File: src/rtl/instr_fetch_register.sv
// instr_fetch_register
// Fetches an instruction word from memory at the PC supplied by the control
// unit and holds it in the instruction register (IR). It also decodes the
// immediate-format select for the sign-extender magic box.
//
// Optional feature: define IFR_TIMEOUT_EN to abort a READ that sees no `moc`
// for TIMEOUT_CYCLES cycles. Without it, READ waits indefinitely.
//
// Ports
//   clk          clock, rising edge
//   reset        synchronous active-high reset
//   fetch_start  fetch request, accepted only while busy=0
//   pc[31:0]     fetch address, sampled on the accept edge
//   mem_data     instruction word from memory, valid while moc=1
//   moc          memory operation complete (level)
//   mem_addr     registered read address
//   mem_rd       read strobe to memory
//   ir           instruction register (magic box IR)
//   se_sel       immediate-format select (magic box S)
//   ir_valid     ir/se_sel hold a completed fetch
//   busy         FSM not in IDLE
//   fetch_err    one-cycle pulse on misaligned pc or timeout
module instr_fetch_register #(
  parameter int unsigned TIMEOUT_CYCLES = 15
) (
  input  logic        clk,
  input  logic        reset,
  input  logic        fetch_start,
  input  logic [31:0] pc,
  input  logic [31:0] mem_data,
  input  logic        moc,
  output logic [31:0] mem_addr,
  output logic        mem_rd,
  output logic [31:0] ir,
  output logic [1:0]  se_sel,
  output logic        ir_valid,
  output logic        busy,
  output logic        fetch_err
);

  localparam int unsigned WORD_W = 32;
  localparam int unsigned SEL_W  = 2;
  localparam int unsigned CNT_W  = 8;

  localparam logic [WORD_W-1:0] NOP_WORD = 32'h0100_0000;
  localparam logic [SEL_W-1:0]  SEL_NOP  = 2'b01;

  typedef enum logic [1:0] {
    IDLE    = 2'd0,
    READ    = 2'd1,
    RELEASE = 2'd2
  } state_t;

  state_t state;

  // Immediate-format select from op = w[31:30] and i = w[13].
  function automatic logic [SEL_W-1:0] decode_sel(input logic [WORD_W-1:0] w);
    logic [SEL_W-1:0] sel;
    sel = 2'd3;
    unique case (w[31:30])
      2'b01:   sel = 2'd2;
      2'b00:   sel = 2'd1;
      default: sel = w[13] ? 2'd0 : 2'd3;
    endcase
    return sel;
  endfunction

`ifdef IFR_TIMEOUT_EN
  localparam logic [CNT_W-1:0] TMO_LAST = CNT_W'(TIMEOUT_CYCLES - 1);
  logic [CNT_W-1:0] tmo_cnt;
`else
  // Timeout length only matters when the timeout feature is built in.
  logic unused_timeout_cfg;
  assign unused_timeout_cfg = (TIMEOUT_CYCLES != 0) || (CNT_W == 0);
`endif

  // Fetch FSM with registered outputs.
  always_ff @(posedge clk) begin
    if (reset) begin
      state     <= IDLE;
      mem_addr  <= '0;
      mem_rd    <= 1'b0;
      ir        <= NOP_WORD;
      se_sel    <= SEL_NOP;
      ir_valid  <= 1'b0;
      busy      <= 1'b0;
      fetch_err <= 1'b0;
`ifdef IFR_TIMEOUT_EN
      tmo_cnt   <= '0;
`endif
    end else begin
      fetch_err <= 1'b0;
      unique case (state)
        IDLE: begin
          if (fetch_start) begin
            ir_valid <= 1'b0;
            if (pc[1:0] == 2'b00) begin
              mem_addr <= pc;
              mem_rd   <= 1'b1;
              busy     <= 1'b1;
              state    <= READ;
`ifdef IFR_TIMEOUT_EN
              tmo_cnt  <= '0;
`endif
            end else begin
              fetch_err <= 1'b1;
            end
          end
        end
        READ: begin
          if (moc) begin
            ir       <= mem_data;
            se_sel   <= decode_sel(mem_data);
            ir_valid <= 1'b1;
            mem_rd   <= 1'b0;
            state    <= RELEASE;
`ifdef IFR_TIMEOUT_EN
          end else if (tmo_cnt == TMO_LAST) begin
            // Count reaches TIMEOUT_CYCLES on this READ cycle: abort.
            mem_rd    <= 1'b0;
            fetch_err <= 1'b1;
            busy      <= 1'b0;
            state     <= IDLE;
          end else begin
            tmo_cnt <= tmo_cnt + CNT_W'(1);
`endif
          end
        end
        RELEASE: begin
          // Hold off until memory drops moc so it cannot complete the next fetch.
          if (!moc) begin
            busy  <= 1'b0;
            state <= IDLE;
          end
        end
        default: begin
          mem_rd <= 1'b0;
          busy   <= 1'b0;
          state  <= IDLE;
        end
      endcase
    end
  end

endmodule
File: config.mk
export PLATFORM = sky130hd
export DESIGN_NAME = instr_fetch_register
export DESIGN_NICKNAME = d
export VERILOG_FILES = /design/src/rtl/instr_fetch_register.sv
export SDC_FILE = /design/constraint.sdc
export NUM_CORES = 1
export LEC_CHECK = 0
export CORE_MARGIN = 4
export CORE_UTILIZATION = 64
export CTS_CLUSTER_SIZE = 16
export DETAILED_ROUTE_END_ITERATION = 8
export DONT_BUFFER_PORTS = 1
export PLACE_DENSITY = 0.91
export SYNTH_ARGS = -nofsm -noshare
export SYNTH_HDL_FRONTEND = slang
export SYNTH_SLANG_ARGS = --single-unit
File: constraint.sdc
create_clock -name clk -period 2.71 [get_ports clk]
set_input_delay 0.1355 -clock clk [delete_from_list [all_inputs] [get_ports clk]]
set_output_delay 0.1355 -clock clk [all_outputs]
set_load 0.01 [all_outputs]
==> metrics.csv <==
stage,metric,value,unit
finish,multi-input logic area,1114,sq um
sta,clock skew,0.006408,ns
finish,Register Area,1441,sq um
flow_run,maxcap violations,0,
sta,final worst-path cycle share,72.99,%
synthesis,"top cells by area, synth","dfxtp_1 53%, nand2_1 18%, mux2i_1 11%, a21oi_1 6.5%, clkbuf_1 2.2%",
grt,initial antenna violation count,0,
synthesis,register area share after synthesis,53.48,%
clocking,TritonCTS sink count,72,
drt,DR WL/cell,17.46,um
pwr,Pwr Density,588.2,nW/um^2
finish,number of fill cells,200,
grt,GR Overflow Total,0,
synthesis,Mapped Area,2695,sq um
synthesis,syn avg cell area,8.583,sq um
clocking,"Clk Latency, worst-skew pair",0.34,ns
floorplan,I/O pin cnt,138,
sta,setup_tns,0,ns
pwr,total power,0.002078,W
clocking,TritonCTS Buffers,9,
synthesis,Synth cell types,25,
sta,hold violation count in the final report,0,
setup_path,critical path class,flip-flop to flip-flop,
placement,placed cell area,2678,sq um
finish,share of layout cells above drive strength 1,6.316,%
clocking,clk slew on worst S/H paths,0.07,ns
floorplan,initial core utilization,66.89,%
finish,Layout Nets,443,
setup_path,worst reg2reg setup slack,0.73,ns
synthesis,Synth Net Count,382,
sta,f_max,0.5056,GHz
synthesis,Yosys warnings,0,
grt,GRT Total Usage,29.32,%
sta,Final Slew Violations,0,
floorplan,Die X,72.89,um
synthesis,Yosys top cell by area,dfxtp_1,
clocking,clock buffer depth,2,
floorplan,die area,5313,sq um
finish,Area Growth Syn to Fin,31.06,%
floorplan,row cnt,23,
finish,ant diodes,0,
grt,first-pass GRT wire length,11750,um
grt,largest net degree at the start of global routing,42,
sta,max-slew headroom at the worst pin,60.89,%
sta,final setup vio count,0,
sta,Final Critical Period,1.978,ns
setup_path,CP Data Arrival Time,2.23,ns
drt,Post-Route WL,7509,um
sta,RSZ-0062 raised after global routing,no,
clocking,TritonCTS clock tree,done,
clocking,H-tree depth,3,
run_status,status,"complete, no violations",
pwr,Leakage,1.333,nW
synthesis,Synth top area share,53.48,%
placement,port bufs,0,
floorplan,die height,72.89,um
synthesis,Seq cells post-synth,72,
worst_hold_path,Hold WC Path Type,primary input to flip-flop,
drt,Iter 0 DRT Violations,165,
placement,Post-DP HPWL,4064,um
grt,vias in the first global route,2429,
drt,TritonRoute pass-1 iters,4,
clocking,CTS root buffer,clkbuf_8,
setup_path,Worst setup SP type,flip-flop,
drt,ANT nets after route,0,
sta,Worst-Margin Slew,0.5848,ns
synthesis,Mapped Cells,314,
setup_path,worst endpoint required time,2.96,ns
drt,Vias/cell,5.526,
pwr,VDD IR max,0.4688,mV
drt,DR vias,2376,
placement,gpl congestion,0.8016,
setup_path,CP endpoint kind,flip-flop,
floorplan,core area,4029,sq um
finish,Final Instance Area,3532,sq um
setup_path,CP Max Fanout,11,
drt,DRC viols,0,
[synth_stat cells (all sizes together)]
cell type / n
and3b: 1
o21ai: 4
and3: 2
o211a: 1
inv: 4
nor3: 3
nand2: 127
nand3: 4
o211ai: 1
or3: 1
nor2b: 2
nand3b: 1
dfxtp: 72
nand2b: 1
xnor2: 1
or3b: 1
a21oi: 35
clkbuf: 16
buf: 6
nor2: 1
mux2i: 30
[area by class of cell]
cell class | instances | area share [%]
Sequential cell | 72 | 40.81
Multi-Input combinational cell | 216 | 31.53
Timing Repair Buffer | 72 | 20.26
Clock buffer | 13 | 4.782
Tap cell | 50 | 1.771
Clock inverter | 3 | 0.4251
Inverter | 4 | 0.4251
[stage by stage]
stage | util [%] | worst slack [ns] | hold slack (ns) | std cells
6_report | 87.67 | 0.7320 | 0.03244 | 430
5_1_grt | 87.67 | 0.6547 | 0.02983 | 430
4_1_cts | 87.67 | 0.7608 | 0.01475 | 430
3_5_place_dp | 66.46 | 0.7799 | 0.2132 | 348
3_3_place_gp | 66.46 | 0.8956 | 0.2111 | 348
2_1_floorplan | - | 1.247 | 0.2597 | 314
[logic make-up (layout without fill, tap and decap cells)]
| logic type | count (synthesis) | after routing | synth area share (%) |
|---|---|---|---|
| and+or+nand+nor | 144 | 144 | 21.96 |
| DFF | 72 | 72 | 53.48 |
| AOI/OAI and AO/OA | 41 | 41 | 7.893 |
| muxes | 30 | 30 | 11.14 |
| buffers and inverters | 26 | 92 | 5.199 |
| xor gates and xnor gates | 1 | 1 | 0.3250 |
[routing by layer]
layer  part of all wire [%]  GRT usage [%]  up-vias
li1                       -              -     1138
met2                     55          53.01      107
met1                     34          29.01     1104
met5                      0              0        -
met4                    3.5          16.39        0
met3                    7.1          9.917       27
[worst max-delay path, stage by stage (launching register included)]
cell and delay, ns:
dfxtp_1 0.38, or3b_4 0.45, nor3_4 0.47, buf_4 0.34, mux2i_1 0.25
[registers in the layout, indices dropped and copies added, names as in the netlist]
register	flops
busy	1
fetch_err	1
ir	32
ir_valid	1
mem_addr	32
mem_rd	1
se_sel	2
state	2
[placed cells by master (no fill, tap or decap), types with 2 or more instances in the layout]
| master | count |
|---|---|
| nand2_1 | 127 |
| dfxtp_1 | 72 |
| dlygate4sd3_1 | 65 |
| a21oi_1 | 35 |
| mux2i_1 | 30 |
| clkbuf_8 | 12 |
| buf_4 | 6 |
| nand3_1 | 4 |
| o21ai_0 | 4 |
| inv_1 | 3 |
| clkinv_2 | 3 |
| and3_1 | 2 |
| nor2b_1 | 2 |
| nor3_1 | 2 |
[report_power, final]
group,internal (W),total (W),leakage (nW),switching [W]
clock,0.000403,0.000777,0.0992,0.000374
combinational,0.000101,0.000180,0.650,0.0000795
sequential,0.00109,0.00112,0.583,0.0000343
[worst paths after layout]
path,cells after the start,from,endpoint
worst min-delay path,2,pc[1],mem_addr[22]$_SDFFE_PP0P_
worst max-delay path,4,state[1]$_SDFFE_PP0P_,mem_addr[3]$_SDFFE_PP0P_
worst min register to register,2,mem_addr[26]$_SDFFE_PP0P_,mem_addr[26]$_SDFFE_PP0P_
worst max register to register,4,state[1]$_SDFFE_PP0P_,mem_addr[3]$_SDFFE_PP0P_
[repair_timing]
item / in CTS / in global routing
gates resized for setup: 0 / 0
buffers inserted: 0 / 0
hold buffers: 66 / 0
hold endpoints to repair: 68 / 0
No activity file was read; power rests on OpenSTA's default activity.
